===== src/rtl/stack_sequencer.sv =====
// ============================================================================
//  Module   : stack_sequencer
//  Purpose  : Performs the multi-cycle stack transfers requested by the
//             controller FSM: pushes the return PC (and, on interrupt entry,
//             the flag byte) and pops them back for RTS/RTI. Owns the stack
//             pointer and drives the data-memory bus with a req/grant
//             handshake. A one-cycle done pulse ends every operation.
//  Options  : `define STACK_LIMIT_CHECK_EN to enable overflow/underflow
//             detection (sticky stack_err, cleared by err_clr). Without it
//             the stack pointer wraps freely and stack_err stays 0.
//  Revision : 1.0 - initial release
// ============================================================================
`default_nettype none

module stack_sequencer #(
  parameter logic [7:0] STACK_HI = 8'hFF,
  parameter logic [7:0] STACK_LO = 8'hC0
) (
  input  logic       clk,
  input  logic       rst,
  input  logic       start,
  input  logic       push_or_pop,
  input  logic       two_byte,
  input  logic [7:0] pc_in,
  input  logic [5:0] flags_in,
  output logic       bus_req,
  input  logic       bus_grant,
  output logic [7:0] mem_addr,
  output logic       mem_wr,
  output logic       mem_rd,
  output logic [7:0] mem_wdata,
  input  logic [7:0] mem_rdata,
  output logic       done,
  output logic [7:0] pc_out,
  output logic       pc_load,
  output logic [5:0] flags_out,
  output logic       flags_load,
  output logic [7:0] sp,
  output logic       stack_err,
  input  logic       err_clr
);

  typedef enum logic [2:0] {
    S_IDLE    = 3'd0,
    S_PUSH_PC = 3'd1,
    S_PUSH_FL = 3'd2,
    S_POP_FL  = 3'd3,
    S_POP_PC  = 3'd4,
    S_DONE    = 3'd5
  } state_t;

  state_t     r_state;
  state_t     w_next;

  logic [7:0] r_sp;
  logic [7:0] r_pc_lat;
  logic [5:0] r_fl_lat;
  logic       r_two;
  logic       r_pop;
  logic       r_err_op;
  logic [7:0] r_pc_out;
  logic [5:0] r_flags_out;

  logic       w_err;
  logic [7:0] w_sp_inc;
  logic [7:0] w_sp_dec;

  // Only the low six bits of a popped flag byte carry state.
  logic [1:0] w_unused_rdata_hi;
  assign w_unused_rdata_hi = mem_rdata[7:6];

  // SP points at the next free byte: pushes write at SP, pops read at SP+1.
  assign w_sp_inc = r_sp + 8'd1;
  assign w_sp_dec = r_sp - 8'd1;

`ifdef STACK_LIMIT_CHECK_EN
  logic r_stack_err;

  // Limit check made before each byte: a push below STACK_LO or a pop from an
  // empty stack aborts the operation without touching the bus.
  always_comb begin
    w_err = 1'b0;
    case (r_state)
      S_PUSH_PC, S_PUSH_FL: w_err = (r_sp < STACK_LO);
      S_POP_FL, S_POP_PC:   w_err = (r_sp == STACK_HI);
      default:              w_err = 1'b0;
    endcase
  end

  // Sticky error flag; a new error in the same cycle outranks err_clr.
  always_ff @(posedge clk) begin
    if (rst) begin
      r_stack_err <= 1'b0;
    end else if (w_err) begin
      r_stack_err <= 1'b1;
    end else if (err_clr) begin
      r_stack_err <= 1'b0;
    end
  end

  assign stack_err = r_stack_err;
`else
  logic [8:0] w_unused_limit;
  assign w_unused_limit = {err_clr, STACK_LO};
  assign w_err          = 1'b0;
  assign stack_err      = 1'b0;
`endif

  // State register.
  always_ff @(posedge clk) begin
    if (rst) begin
      r_state <= S_IDLE;
    end else begin
      r_state <= w_next;
    end
  end

  // Next-state decode and bus/strobe outputs for the current state.
  always_comb begin
    w_next     = r_state;
    bus_req    = 1'b0;
    mem_wr     = 1'b0;
    mem_rd     = 1'b0;
    mem_addr   = 8'h00;
    mem_wdata  = 8'h00;
    done       = 1'b0;
    pc_load    = 1'b0;
    flags_load = 1'b0;
    case (r_state)
      S_IDLE: begin
        if (start) begin
          if (push_or_pop) begin
            w_next = S_PUSH_PC;
          end else if (two_byte) begin
            w_next = S_POP_FL;
          end else begin
            w_next = S_POP_PC;
          end
        end
      end
      S_PUSH_PC: begin
        if (w_err) begin
          w_next = S_DONE;
        end else begin
          bus_req   = 1'b1;
          mem_wr    = 1'b1;
          mem_addr  = r_sp;
          mem_wdata = r_pc_lat;
          if (bus_grant) begin
            w_next = r_two ? S_PUSH_FL : S_DONE;
          end
        end
      end
      S_PUSH_FL: begin
        if (w_err) begin
          w_next = S_DONE;
        end else begin
          bus_req   = 1'b1;
          mem_wr    = 1'b1;
          mem_addr  = r_sp;
          mem_wdata = {2'b00, r_fl_lat};
          if (bus_grant) begin
            w_next = S_DONE;
          end
        end
      end
      S_POP_FL: begin
        if (w_err) begin
          w_next = S_DONE;
        end else begin
          bus_req  = 1'b1;
          mem_rd   = 1'b1;
          mem_addr = w_sp_inc;
          if (bus_grant) begin
            w_next = S_POP_PC;
          end
        end
      end
      S_POP_PC: begin
        if (w_err) begin
          w_next = S_DONE;
        end else begin
          bus_req  = 1'b1;
          mem_rd   = 1'b1;
          mem_addr = w_sp_inc;
          if (bus_grant) begin
            w_next = S_DONE;
          end
        end
      end
      S_DONE: begin
        done       = 1'b1;
        pc_load    = r_pop & ~r_err_op;
        flags_load = r_pop & r_two & ~r_err_op;
        w_next     = S_IDLE;
      end
      default: begin
        w_next = S_IDLE;
      end
    endcase
  end

  // Operand latching, stack pointer updates and popped-value capture; SP
  // moves only on granted bytes.
  always_ff @(posedge clk) begin
    if (rst) begin
      r_sp        <= STACK_HI;
      r_pc_lat    <= 8'h00;
      r_fl_lat    <= 6'h00;
      r_two       <= 1'b0;
      r_pop       <= 1'b0;
      r_err_op    <= 1'b0;
      r_pc_out    <= 8'h00;
      r_flags_out <= 6'h00;
    end else begin
      case (r_state)
        S_IDLE: begin
          if (start) begin
            r_pc_lat <= pc_in;
            r_fl_lat <= flags_in;
            r_two    <= two_byte;
            r_pop    <= ~push_or_pop;
            r_err_op <= 1'b0;
          end
        end
        S_PUSH_PC, S_PUSH_FL: begin
          if (w_err) begin
            r_err_op <= 1'b1;
          end else if (bus_grant) begin
            r_sp <= w_sp_dec;
          end
        end
        S_POP_FL: begin
          if (w_err) begin
            r_err_op <= 1'b1;
          end else if (bus_grant) begin
            r_flags_out <= mem_rdata[5:0];
            r_sp        <= w_sp_inc;
          end
        end
        S_POP_PC: begin
          if (w_err) begin
            r_err_op <= 1'b1;
          end else if (bus_grant) begin
            r_pc_out <= mem_rdata;
            r_sp     <= w_sp_inc;
          end
        end
        default: begin
        end
      endcase
    end
  end

  assign sp        = r_sp;
  assign pc_out    = r_pc_out;
  assign flags_out = r_flags_out;

endmodule

`default_nettype wire

===== config.mk =====
export PLATFORM = sky130hd
export DESIGN_NAME = stack_sequencer
export DESIGN_NICKNAME = d
export VERILOG_FILES = /design/src/rtl/stack_sequencer.sv
export SDC_FILE = /design/constraint.sdc
export NUM_CORES = 1
export LEC_CHECK = 0
export ABC_AREA = 1
export CAP_MARGIN = 20
export CORE_UTILIZATION = 23
export CTS_CLUSTER_SIZE = 28
export DETAILED_ROUTE_END_ITERATION = 8
export GPL_TIMING_DRIVEN = 1
export PLACE_DENSITY = 0.46
export SETUP_SLACK_MARGIN = 0.15
export SLEW_MARGIN = 10
export SYNTH_ARGS = -nofsm -noshare
export SYNTH_HDL_FRONTEND = slang
export SYNTH_SLANG_ARGS = --single-unit

===== constraint.sdc =====
create_clock -name clk -period 1.3 [get_ports clk]
set_input_delay 0.13 -clock clk [delete_from_list [all_inputs] [get_ports clk]]
set_output_delay 0.13 -clock clk [all_outputs]
set_load 0.005 [all_outputs]

[Yosys cells after proc, flatten, opt, wreduce, memory -nomap -nowiden]
Cells that the tools add are included.
W data, S select, Z words.
Word-level totals
  register bits after elaboration: 41
  logic and storage cells: 53
Cells by class
  muxes and demuxes: 19
  bitwise logic cells: 2
  reductions and logical operators: 11
  equality and inequality tests: 11
  add/sub/neg operators: 2
Operators with widths (number)
  $pmux W8 S2: 3
  $mux W3: 7
  $mux W8: 2
  $pmux W3 S4: 1
  $add A8 B1 Y8 const B: 1
  $sub A8 B1 Y8 const B: 1
  $eq A3 B2 Y1 const B: 2
  $eq A3 B3 Y1 const B: 2
  $mux W1: 6
  $ne A2 B1 Y1 const B: 3
  $ne A2 B2 Y1 const B: 3
  $reduce_and A2 Y1: 3
  $reduce_or A2 Y1: 3
  $reduce_and A4 Y1: 1
  $reduce_or A4 Y1: 1
  $eq A3 B1 Y1 const B: 1
  $logic_not A3 Y1: 1
  $reduce_and A3 Y1: 1
  $reduce_bool A2 Y1: 1
  $and A1 B1 Y1: 1
  $not A1 Y1: 1

[Logic depth before layout (Yosys ltp)]
Gate-level depths: netlist of the first run.
  depth in word-level cells: 4
  depth in mapped cells: 9
  mapped depth without buffers: 9

[Worst setup path after synthesis of the first run]
Ideal clock, no wire load.
  path kind: register -> register
  start point: reg r_sp[0] (netlist: sp[0])
  end point: reg r_sp[6] (netlist: sp[6])
  clock period less this slack: 1.253 ns
  required time: 1.185 ns
  buffers on the path: 0
  stages on the path, launching flop included: 10
  path slack: 0.047 ns
  arrival: 1.138 ns
  cells stage by stage: dfxtp_1 inv_1 ha_1 nand2_1 nor2_1 nand2_1 nand2_1 nand2_1 a21oi_1 nand2_1
On the way
  word-level cells in the longest chain between the ends: 3
Ends and longest elaborated chain
  from (decl): line 55  | logic [7:0] r_sp;
  from (signal assigned): line 230  | r_sp <= w_sp_dec;
  from (signal assigned): line 238  | r_sp <= w_sp_inc;
  from (signal assigned): line 246  | r_sp <= w_sp_inc;
  $add A8 B1 Y8 / $sub A8 B1 Y8 (equally long branches): line 73, 74
  $mux W8 (on tied branches): line 236, 244, 229
  $pmux W8 S2 *: line 216  | case (r_state)
Every way passes the cells marked *; elsewhere a longest branch is shown, timed or not. The select of a mux whose other input is x is not followed.
A chain may end at the register's enable or synchronous reset.

[Final worst setup path of the first run]
  start point: reg r_state[0]
  end point: out mem_addr[6]
On the way
  word-level cells in the longest chain between the ends: 3
Ends and longest elaborated chain
  from (decl): line 52  | state_t r_state;
  from (signal assigned): line 114  | r_state <= w_next;
  $eq A3 B3 Y1 (tied with other cells): line 129  | case (r_state)
  $reduce_or A2 Y1 (no line)
  $pmux W8 S2 *: line 129
  to (decl): line 28  | output logic [7:0] mem_addr,
Every way passes the cells marked *; elsewhere a longest branch is shown, timed or not.

==> flow_metrics.env, run 1 <==
export IMPL_run_status="complete, but fails checks"
export IMPL_violations="design-rule violations, negative setup slack"
export IMPL_num_nets_final=483
export IMPL_report_power_total_mw=8.32
export IMPL_firstDrtPassIters=6
export IMPL_die_w_um=97.8
export IMPL_post_synth_fa_ha_maj_area_fraction_pct=1.19
export IMPL_ys_warn_count=0
export IMPL_num_fill_cells=849
export IMPL_antenna_found_initial=0
export IMPL_ir_drop_mv=0.591
export IMPL_dr_total_vias=2547
export IMPL_critical_path_startpoint="r_state[0]"
export IMPL_initial_utilization_pct=24.0
export IMPL_leakagePower_nw=1.79
export IMPL_syn_num_nets=344
export IMPL_layout_cell_share_with_drive_strength_beyond_1_pct=52.1
export IMPL_drcViolationCount=8
export IMPL_grt_pass1_vias=2476
export IMPL_clkSlewWorstSetupHoldPaths_ns=0.08
export IMPL_hold_buffers=0
export IMPL_fin_tns_setup_ns=-8.60
export IMPL_syn2layout_area_growth_pct=94.8
export IMPL_design_core_area_sq_um=8810
export IMPL_gr_usage_all_layers_pct=15.5
export IMPL_placed_area_sq_um=3240
export IMPL_drtIter0Drc=54
export IMPL_critical_path_buf_inv_count=3
export IMPL_post_drt_via_cell_ratio=4.54
export IMPL_crit_required_ns=1.17
export IMPL_power_per_cell_area_nw_per_um2=2030
export IMPL_kind_of_critical_path="flop to output port"
export IMPL_wl_per_cell_um=13.0
export IMPL_critical_path_max_fanout=5
export IMPL_critical_path_reg2reg_startpoint="r_state[0]"
export IMPL_critical_path_endpoint_type="output port"
export IMPL_path_delay_family="flip-flops"
export IMPL_grt_max_degree=25
export IMPL_drt_antenna_violating_nets=0
export IMPL_synth_distinct_cells=25
export IMPL_critical_path_most_common_cell="sky130_fd_sc_hd__buf_6"
export IMPL_cts_max_path_buffers=2
export IMPL_critical_path_cell_chain="buf_6, nand3_4, nand2_8, buf_6, nand4_1, o21ai_1, buf_2"
export IMPL_rsz0062_at_grt="true"
export IMPL_synth_seq_area_share_pct=38.9
export IMPL_yosys_area_share_xor_xnor_pct=0
export IMPL_h_tree_depth=2
export IMPL_gpl_final_weighted_congestion=0.829
export IMPL_worst_hold_startpoint="mem_rdata[6]"
export IMPL_cap_viol_max_count=0
export IMPL_number_of_antenna_diodes=0
export IMPL_synth_area_top_cells="sky130_fd_sc_hd__dfxtp_1, sky130_fd_sc_hd__nand2_1, sky130_fd_sc_hd__o21ai_0"
export IMPL_slowest_stage_delay_cp_ns=0.41
export IMPL_slowest_stage="sky130_fd_sc_hd__dfxtp_4"
export IMPL_postSynthAreaPerCell_sq_um=6.74
export IMPL_grt_overflow_total=0
export IMPL_grt_pass1_wl_um=11800
export IMPL_drv_slew=0
export IMPL_clock_sinks=41
export IMPL_io_pins=74
export IMPL_postSynthRegisterBits=41
export IMPL_numPortBuffers=71
export IMPL_final_seq_area_sq_um=852
export IMPL_finalWorstSetupSlack_ns=-0.311
export IMPL_period_minus_slack_ns=1.61
export IMPL_critPathArrivalTime_ns=1.48
export IMPL_fin_crit_sh_pct=124
export IMPL_max_freq_mhz=621
export IMPL_cts_buffers_inserted=5
export IMPL_post_synth_top_area_share_pct=38.9
export IMPL_multi_input_comb_area_sq_um=1500
export IMPL_placement_rows=34
export IMPL_syn_instance_count=313
export IMPL_simple_gate_area_share_of_the_yosys_netlist_pct=24.2
export IMPL_holdCritPathClass="input port to flop"
export IMPL_layout_cells_most_common="sky130_fd_sc_hd__nand2_1"
export IMPL_startpoint_type="flop"
export IMPL_drt_wl_total_um=7270
export IMPL_netlist_top_cell_by_area="sky130_fd_sc_hd__dfxtp_1"
export IMPL_yosys_mux_area_fraction_pct=0
export IMPL_syn_cell_area_sq_um=2110
export IMPL_final_cell_area_sq_um=4110
export IMPL_setup_viol=57
export IMPL_cts_root_buffer="sky130_fd_sc_hd__clkbuf_8"
export IMPL_post_dp_hpwl_um=4650
export IMPL_die_y_um=97.8
export IMPL_main_combinational_cell_family_by_area_after_synthesis="simple AND/OR/NAND/NOR gates"
export IMPL_tritoncts="yes"
export IMPL_finalHoldViolCount=0
export IMPL_finClkSkew_ns=0.00785
export IMPL_synth_compound_area_share_pct=21.9
export IMPL_mostFrequentLayoutCells="sky130_fd_sc_hd__nand2_1, sky130_fd_sc_hd__buf_4, sky130_fd_sc_hd__inv_1"
export IMPL_die_area_sq_um=9560
export IMPL_insertion_delay_ns=0.30
worst paths after layout:
kind / cells after the start / slack, ns / endpoint
worst min register to register: 2 / 0.44 / pc_out[4]
worst min-delay path: 3 / 0.44 / pc_out[6]
worst max-delay path: 7 / -0.31 / mem_addr[6]
worst max register to register: 11 / -0.22 / sp[6]
cell usage after synthesis:
cell type                  count
sky130_fd_sc_hd__a21oi_1      38
sky130_fd_sc_hd__buf_2         2
sky130_fd_sc_hd__buf_4         4
sky130_fd_sc_hd__buf_6         3
sky130_fd_sc_hd__buf_8         1
sky130_fd_sc_hd__clkbuf_1      3
sky130_fd_sc_hd__conb_1        1
sky130_fd_sc_hd__dfxtp_1      41
sky130_fd_sc_hd__ha_1          2
sky130_fd_sc_hd__inv_1        48
sky130_fd_sc_hd__inv_2         2
sky130_fd_sc_hd__nand2_1      60
sky130_fd_sc_hd__nand2_2       1
sky130_fd_sc_hd__nand2_4       1
sky130_fd_sc_hd__nand3_1      26
sky130_fd_sc_hd__nand3_2       1
sky130_fd_sc_hd__nand3b_1      1
sky130_fd_sc_hd__nand4_1       2
sky130_fd_sc_hd__nor2_1       20
sky130_fd_sc_hd__nor2_4        2
sky130_fd_sc_hd__nor3_1        2
sky130_fd_sc_hd__o211ai_1      1
sky130_fd_sc_hd__o21ai_0      42
sky130_fd_sc_hd__o21ai_1       2
sky130_fd_sc_hd__o22ai_1       7
flip-flops by register name (all words and copies together) (netlist names):
register / flops
flags_out: 6
pc_out: 8
r_fl_lat: 6
r_pc_lat: 8
r_pop: 1
r_state: 3
r_two: 1
sp: 8
layer usage:
layer | global-route usage [%] | part of all wire [%] | up-vias
met3 | 3.36 | 5.2 | 9
met1 | 20.3 | 47 | 1173
met2 | 25.3 | 47 | 61
li1 | - | - | 1304
met5 | 0 | 0 | -
met4 | 5.01 | 1.3 | 0
metrics by stage:
stage / std cells / setup slack, ns / hold slack [ns] / util, %
floorplan: 313 / 0.112 / 0.225 / -
global placement: 525 / -0.389 / 0.432 / 36.8
detailed placement: 525 / -0.374 / 0.436 / 36.8
CTS: 553 / -0.284 / 0.425 / 42.4
global route: 561 / -0.406 / 0.443 / 46.7
finish: 561 / -0.311 / 0.441 / 46.7
area by class of cell:
type	count	share of cell area [%]
Clock buffer	5	1.67
Clock inverter	3	0.426
Inverter	50	5.36
Multi-Input combinational cell	210	36.4
Sequential cell	41	20.7
Tap cell	108	3.29
Timing Repair Buffer	144	32.1
cell families after synthesis:
group | count (synthesis)
other | 1
buffers and inverters | 63
adder cells (fa/ha/maj) | 2
AO/OA/AOI/OAI | 90
AND/OR/NAND/NOR | 116
flip-flops | 41
power breakdown:
group	total [mW]	switching [mW]	internal, mW
Clock	0.842	0.471	0.371
Combinational	5.62	2.84	2.79
Sequential	1.85	0.216	1.64
worst reg2reg max path: stages, from the launching register on:
cell	delay, ns
sky130_fd_sc_hd__dfxtp_4	0.41
sky130_fd_sc_hd__buf_6	0.12
sky130_fd_sc_hd__nand3_4	0.10
sky130_fd_sc_hd__nand2_8	0.11
sky130_fd_sc_hd__buf_12	0.12
sky130_fd_sc_hd__inv_8	0.04
sky130_fd_sc_hd__buf_6	0.10
sky130_fd_sc_hd__buf_6	0.13
sky130_fd_sc_hd__nand2_2	0.06
sky130_fd_sc_hd__nand2_2	0.05
sky130_fd_sc_hd__a21oi_2	0.13
sky130_fd_sc_hd__nand2_1	0.05
timing repair:
action                                  4_1_cts  5_1_grt
buffers inserted                             16        7
endpoints found under the setup margin       85       68
pin swaps                                    22       23
resized for setup                           256       89
gates cloned                                  4        1
Note: power is estimated with default switching activity, not from simulation.
==> run 2: changes to the inputs <==
- HOLD_SLACK_MARGIN: default -> 0.15
- RECOVER_POWER: default -> 25
==> flow_metrics.env, run 2 (synthesis results as in run 1) <==
export IMPL_worst_r2r_path_depth=11
export IMPL_worst_hold_path_num_cells=2
export IMPL_final_seq_area_sq_um=848
export IMPL_tritoncts="yes"
export IMPL_hold_buffers=0
export IMPL_leakagePower_nw=1.79
export IMPL_multi_input_comb_area_sq_um=1500
export IMPL_critical_path_endpoint_type="output port"
export IMPL_grt_pass1_wl_um=11800
export IMPL_grt_max_degree=25
export IMPL_post_dp_hpwl_um=4650
export IMPL_die_w_um=97.8
export IMPL_syn2layout_area_growth_pct=94.6
export IMPL_ir_drop_mv=0.592
export IMPL_power_per_cell_area_nw_per_um2=2030
export IMPL_drv_slew=0
export IMPL_number_of_antenna_diodes=0
export IMPL_rsz0062_at_grt="true"
export IMPL_run_status="complete, but fails checks"
export IMPL_numPortBuffers=71
export IMPL_critical_path_max_fanout=5
export IMPL_fin_tns_setup_ns=-8.60
export IMPL_h_tree_depth=2
export IMPL_placement_rows=34
export IMPL_gpl_final_weighted_congestion=0.829
export IMPL_design_core_area_sq_um=8810
export IMPL_clkSlewWorstSetupHoldPaths_ns=0.08
export IMPL_mostFrequentLayoutCells="sky130_fd_sc_hd__nand2_1, sky130_fd_sc_hd__buf_4, sky130_fd_sc_hd__inv_1"
export IMPL_cap_viol_max_count=0
export IMPL_cts_root_buffer="sky130_fd_sc_hd__clkbuf_8"
export IMPL_num_nets_final=483
export IMPL_die_area_sq_um=9560
export IMPL_drt_antenna_violating_nets=0
export IMPL_grt_pass1_vias=2476
export IMPL_holdCritPathClass="flop to flop"
export IMPL_die_y_um=97.8
export IMPL_grt_overflow_total=0
export IMPL_kind_of_critical_path="flop to output port"
export IMPL_pre_cts_ws_ns=-0.374
export IMPL_firstDrtPassIters=6
export IMPL_hold_ws_ns=0.444
export IMPL_crit_required_ns=1.17
export IMPL_drtIter0Drc=54
export IMPL_layout_cells_most_common="sky130_fd_sc_hd__nand2_1"
export IMPL_final_util_pct=46.6
export IMPL_layout_cell_share_with_drive_strength_beyond_1_pct=51.4
export IMPL_startpoint_type="flop"
export IMPL_max_freq_mhz=621
export IMPL_gr_usage_all_layers_pct=15.5
export IMPL_initial_utilization_pct=24.0
export IMPL_period_minus_slack_ns=1.61
export IMPL_critPathArrivalTime_ns=1.48
export IMPL_finClkSkew_ns=0.00785
export IMPL_fin_crit_sh_pct=124
export IMPL_cts_max_path_buffers=2
export IMPL_antenna_found_initial=0
export IMPL_insertion_delay_ns=0.30
export IMPL_io_pins=74
export IMPL_post_drt_via_cell_ratio=4.54
export IMPL_setup_viol=57
export IMPL_drcViolationCount=8
export IMPL_finalWorstSetupSlack_ns=-0.311
export IMPL_cts_buffers_inserted=5
export IMPL_finalHoldViolCount=0
export IMPL_violations="design-rule violations, negative setup slack"
export IMPL_drt_wl_total_um=7270
export IMPL_wl_per_cell_um=13.0
export IMPL_dr_total_vias=2547
export IMPL_clock_sinks=41
export IMPL_num_fill_cells=849
==> run 2: changes by cell type in the layout (fill, tap and decap cells not counted) <==
cell / before / now
sky130_fd_sc_hd__dfxtp_1: 24 / 27
sky130_fd_sc_hd__dfxtp_2: 13 / 10
==> run 2: worst max-delay path, cell delays in order (launching register included) <==
cell and delay, ns:
sky130_fd_sc_hd__dfxtp_4 0.41, sky130_fd_sc_hd__buf_6 0.12, sky130_fd_sc_hd__nand3_4 0.10, sky130_fd_sc_hd__nand2_8 0.11, sky130_fd_sc_hd__buf_6 0.11, sky130_fd_sc_hd__nand4_1 0.11
sky130_fd_sc_hd__o21ai_1 0.09, sky130_fd_sc_hd__buf_2 0.13
==> run 2: layout make-up <==
class                      count  area share (%)
clock buffer                   5            1.68
clock inverter                 3           0.427
inverter                      50            5.36
multi-input combinational    210            36.4
sequential                    41            20.7
tap                          108            3.29
timing repair buffer         144            32.2
==> run 2: what timing repair did <==
action / CTS / global route
hold endpoints to repair: 0 / 0
pin swaps: 22 / 23
setup buffers: 16 / 7
cloned: 4 / 1
gates resized for setup: 256 / 89
endpoints found under the setup margin: 85 / 68
==> run 2: per-layer routing <==
metal | vias up | part of all wire [%] | track usage, %
met5 | - | 0 | 0
met4 | 0 | 1.3 | 5.01
met3 | 9 | 5.2 | 3.36
met2 | 61 | 47 | 25.3
met1 | 1173 | 47 | 20.3
li1 | 1304 | - | -
==> run 2: path summary, 6_finish.rpt <==
kind / startpoint / end / slack [ns]
max reg2reg: r_state[0] / sp[6] / -0.22
min reg2reg: pc_out[4] / pc_out[4] / 0.44
max: r_state[0] / mem_addr[6] / -0.31
min: pc_out[4] / pc_out[4] / 0.44
==> run 2: metrics by stage <==
step | cells | instance area (sq um) | power [mW]
after floorplan | 313 | 2130 | 3.69
after global placement | 525 | 3240 | 5.60
after detailed placement | 525 | 3240 | 5.60
after CTS | 553 | 3730 | 7.47
after global routing | 561 | 4110 | 8.96
final | 561 | 4110 | 8.32
==> run 2: report_power, final <==
group          total [mW]  leakage [nW]  switching (mW)  internal, mW
Clock               0.842        0.0439           0.471         0.371
Sequential           1.85         0.336           0.216          1.64
Combinational        5.62          1.41            2.84          2.79
==> run 3: changes to the inputs <==
- REMOVE_ABC_BUFFERS: default -> 1
==> flow_metrics.env, run 3 (synthesis results as in run 1) <==
export IMPL_cts_root_buffer="sky130_fd_sc_hd__clkbuf_8"
export IMPL_ir_drop_mv=0.692
export IMPL_grt_max_degree=20
export IMPL_max_freq_mhz=609
export IMPL_layout_cells_most_common="sky130_fd_sc_hd__nand2_1"
export IMPL_power_per_cell_area_nw_per_um2=2130
export IMPL_worst_r2r_path_depth=10
export IMPL_rsz0062_at_grt="true"
export IMPL_die_area_sq_um=9560
export IMPL_crit_required_ns=1.17
export IMPL_critical_path_reg2reg_startpoint="r_state[1]"
export IMPL_tritoncts="yes"
export IMPL_numPlacedInstances=524
export IMPL_clkSlewWorstSetupHoldPaths_ns=0.08
export IMPL_layout_cell_share_with_drive_strength_beyond_1_pct=47.1
export IMPL_post_drt_via_cell_ratio=4.56
export IMPL_wl_per_cell_um=13.6
export IMPL_cap_viol_max_count=0
export IMPL_final_seq_area_sq_um=853
export IMPL_num_nets_final=493
export IMPL_grt_pass1_vias=2490
export IMPL_drt_wl_total_um=7790
export IMPL_number_of_antenna_diodes=0
export IMPL_dr_total_vias=2605
export IMPL_finalHoldViolCount=0
export IMPL_mostFrequentLayoutCells="sky130_fd_sc_hd__nand2_1, sky130_fd_sc_hd__buf_4, sky130_fd_sc_hd__inv_1"
export IMPL_num_fill_cells=856
export IMPL_clock_sinks=41
export IMPL_comb_power_share_pct=66.6
export IMPL_setup_viol=57
export IMPL_finalWorstSetupSlack_ns=-0.341
export IMPL_firstDrtPassIters=7
export IMPL_p_int_mw=5.23
export IMPL_period_minus_slack_ns=1.64
export IMPL_insertion_delay_ns=0.30
export IMPL_startpoint_type="flop"
export IMPL_multi_input_comb_area_sq_um=1490
export IMPL_design_core_area_sq_um=8810
export IMPL_placement_rows=34
export IMPL_grt_pass1_wl_um=12200
export IMPL_gpl_final_weighted_congestion=0.790
export IMPL_leakagePower_nw=1.86
export IMPL_holdPathEnd="pc_out[7]"
export IMPL_register_share_of_total_power_pct=21.1
export IMPL_worst_hold_startpoint="mem_rdata[7]"
export IMPL_fin_cells=571
export IMPL_grt_overflow_total=0
export IMPL_post_dp_hpwl_um=4820
export IMPL_net_sw_share_pct=41.2
export IMPL_holdCritPathClass="input port to flop"
export IMPL_critPathArrivalTime_ns=1.51
export IMPL_pre_cts_ws_ns=-0.441
export IMPL_drv_slew=0
export IMPL_critical_path_endpoint_type="output port"
export IMPL_drcViolationCount=8
export IMPL_gr_usage_all_layers_pct=16.0
export IMPL_initial_utilization_pct=24.0
export IMPL_numPortBuffers=71
export IMPL_run_status="complete, but fails checks"
export IMPL_critical_path_max_fanout=4
export IMPL_finClkSkew_ns=0.00515
export IMPL_violations="design-rule violations, negative setup slack"
export IMPL_worst_hold_path_num_cells=3
export IMPL_p_sw_mw=3.67
export IMPL_fin_crit_sh_pct=126
export IMPL_die_y_um=97.8
export IMPL_worst_slew_margin_rel_pct=35.1
export IMPL_cts_buffers_inserted=5
export IMPL_h_tree_depth=2
export IMPL_drt_antenna_violating_nets=0
export IMPL_worst_margin_pin_slew_ns=0.972
export IMPL_kind_of_critical_path="flop to output port"
export IMPL_die_w_um=97.8
export IMPL_setup_reg_to_reg_worst_slack_ns=-0.27
export IMPL_syn2layout_area_growth_pct=98.0
export IMPL_worstReg2RegEnd="sp[1]"
export IMPL_clockPowerShare_pct=12.3
export IMPL_io_pins=74
export IMPL_drtIter0Drc=99
export IMPL_antenna_found_initial=0
export IMPL_cts_max_path_buffers=2
## run 3: cell types whose count changed in the layout (fill, tap and decap cells not counted), sizes merged, moves of 2 or more
| cell | delta |
|---|---|
| buf | +7 |
| clkbuf | +2 |
| clkinv | -2 |
| nand2 | +4 |
## run 3: worst max path at each step
| stage | start | to | slack (ns) |
|---|---|---|---|
| final | r_state[0] | mem_addr[1] | -0.34 |
| after global routing | r_state[0] | mem_addr[6] | -0.42 |
| after global placement | r_state[2] | mem_addr[3] | -0.40 |
| after detailed placement | r_state[1] | mem_addr[2] | -0.44 |
| after floorplan | r_state[2] | mem_addr[2] | -0.01 |
| after CTS | r_state[1] | mem_addr[6] | -0.30 |
## run 3: cell type report
cell class	instances	share of cell area, %
repair buffers	151	32.5
inverters	50	5.33
clock buffers	7	2.07
multi-input cells	213	35.7
clock inverters	1	0.719
flip-flops and latches	41	20.4
well taps	108	3.24
## run 3: layer usage
layer | wire length [um] | vias to the layer above | GRT usage, %
met5 | 0 | - | 0
met4 | 74 | 0 | 4.90
met3 | 313 | 5 | 2.72
met2 | 3950 | 62 | 27.6
met1 | 3460 | 1207 | 20.3
li1 | - | 1331 | -
## run 3: power groups by stage
stage,Clock (mW),Sequential (mW),Combinational (mW)
floorplan,0,1.82,1.63
global placement,0,1.81,3.68
detailed placement,0,1.82,3.68
CTS,1.13,1.86,4.87
global route,1.18,1.92,6.45
finish,1.09,1.88,5.93
## run 3: stage by stage
| stage | power, mW | utilization, % | hold slack [ns] | setup TNS (ns) | cell area (sq um) |
|---|---|---|---|---|---|
| CTS | 7.86 | 43.2 | 0.419 | -7.09 | 3810 |
| detailed placement | 5.50 | 36.4 | 0.437 | -11.60 | 3210 |
| global placement | 5.48 | 36.4 | 0.430 | -10.30 | 3210 |
| global route | 9.55 | 47.4 | 0.449 | -16.02 | 4180 |
| finish | 8.90 | 47.4 | 0.441 | -11.88 | 4180 |
| floorplan | 3.45 | - | 0.199 | -0.0875 | 2010 |
## run 3: worst max-delay path, stage by stage (launching register included)
cell                      delay, ns
sky130_fd_sc_hd__dfxtp_4       0.38
sky130_fd_sc_hd__nor2_4        0.14
sky130_fd_sc_hd__nand2_4       0.07
sky130_fd_sc_hd__nand2_4       0.09
sky130_fd_sc_hd__buf_12        0.11
sky130_fd_sc_hd__buf_4         0.10
sky130_fd_sc_hd__inv_4         0.03
sky130_fd_sc_hd__o22ai_1       0.15
sky130_fd_sc_hd__buf_2         0.14
## run 3: what timing repair did
action / CTS / global route
setup endpoints to repair: 85 / 67
setup buffers: 22 / 12
endpoints found under the hold margin: 0 / 0
hold buffers: 0 / 0
pin swaps: 16 / 28
cloned: 5 / 0
resized for setup: 261 / 71
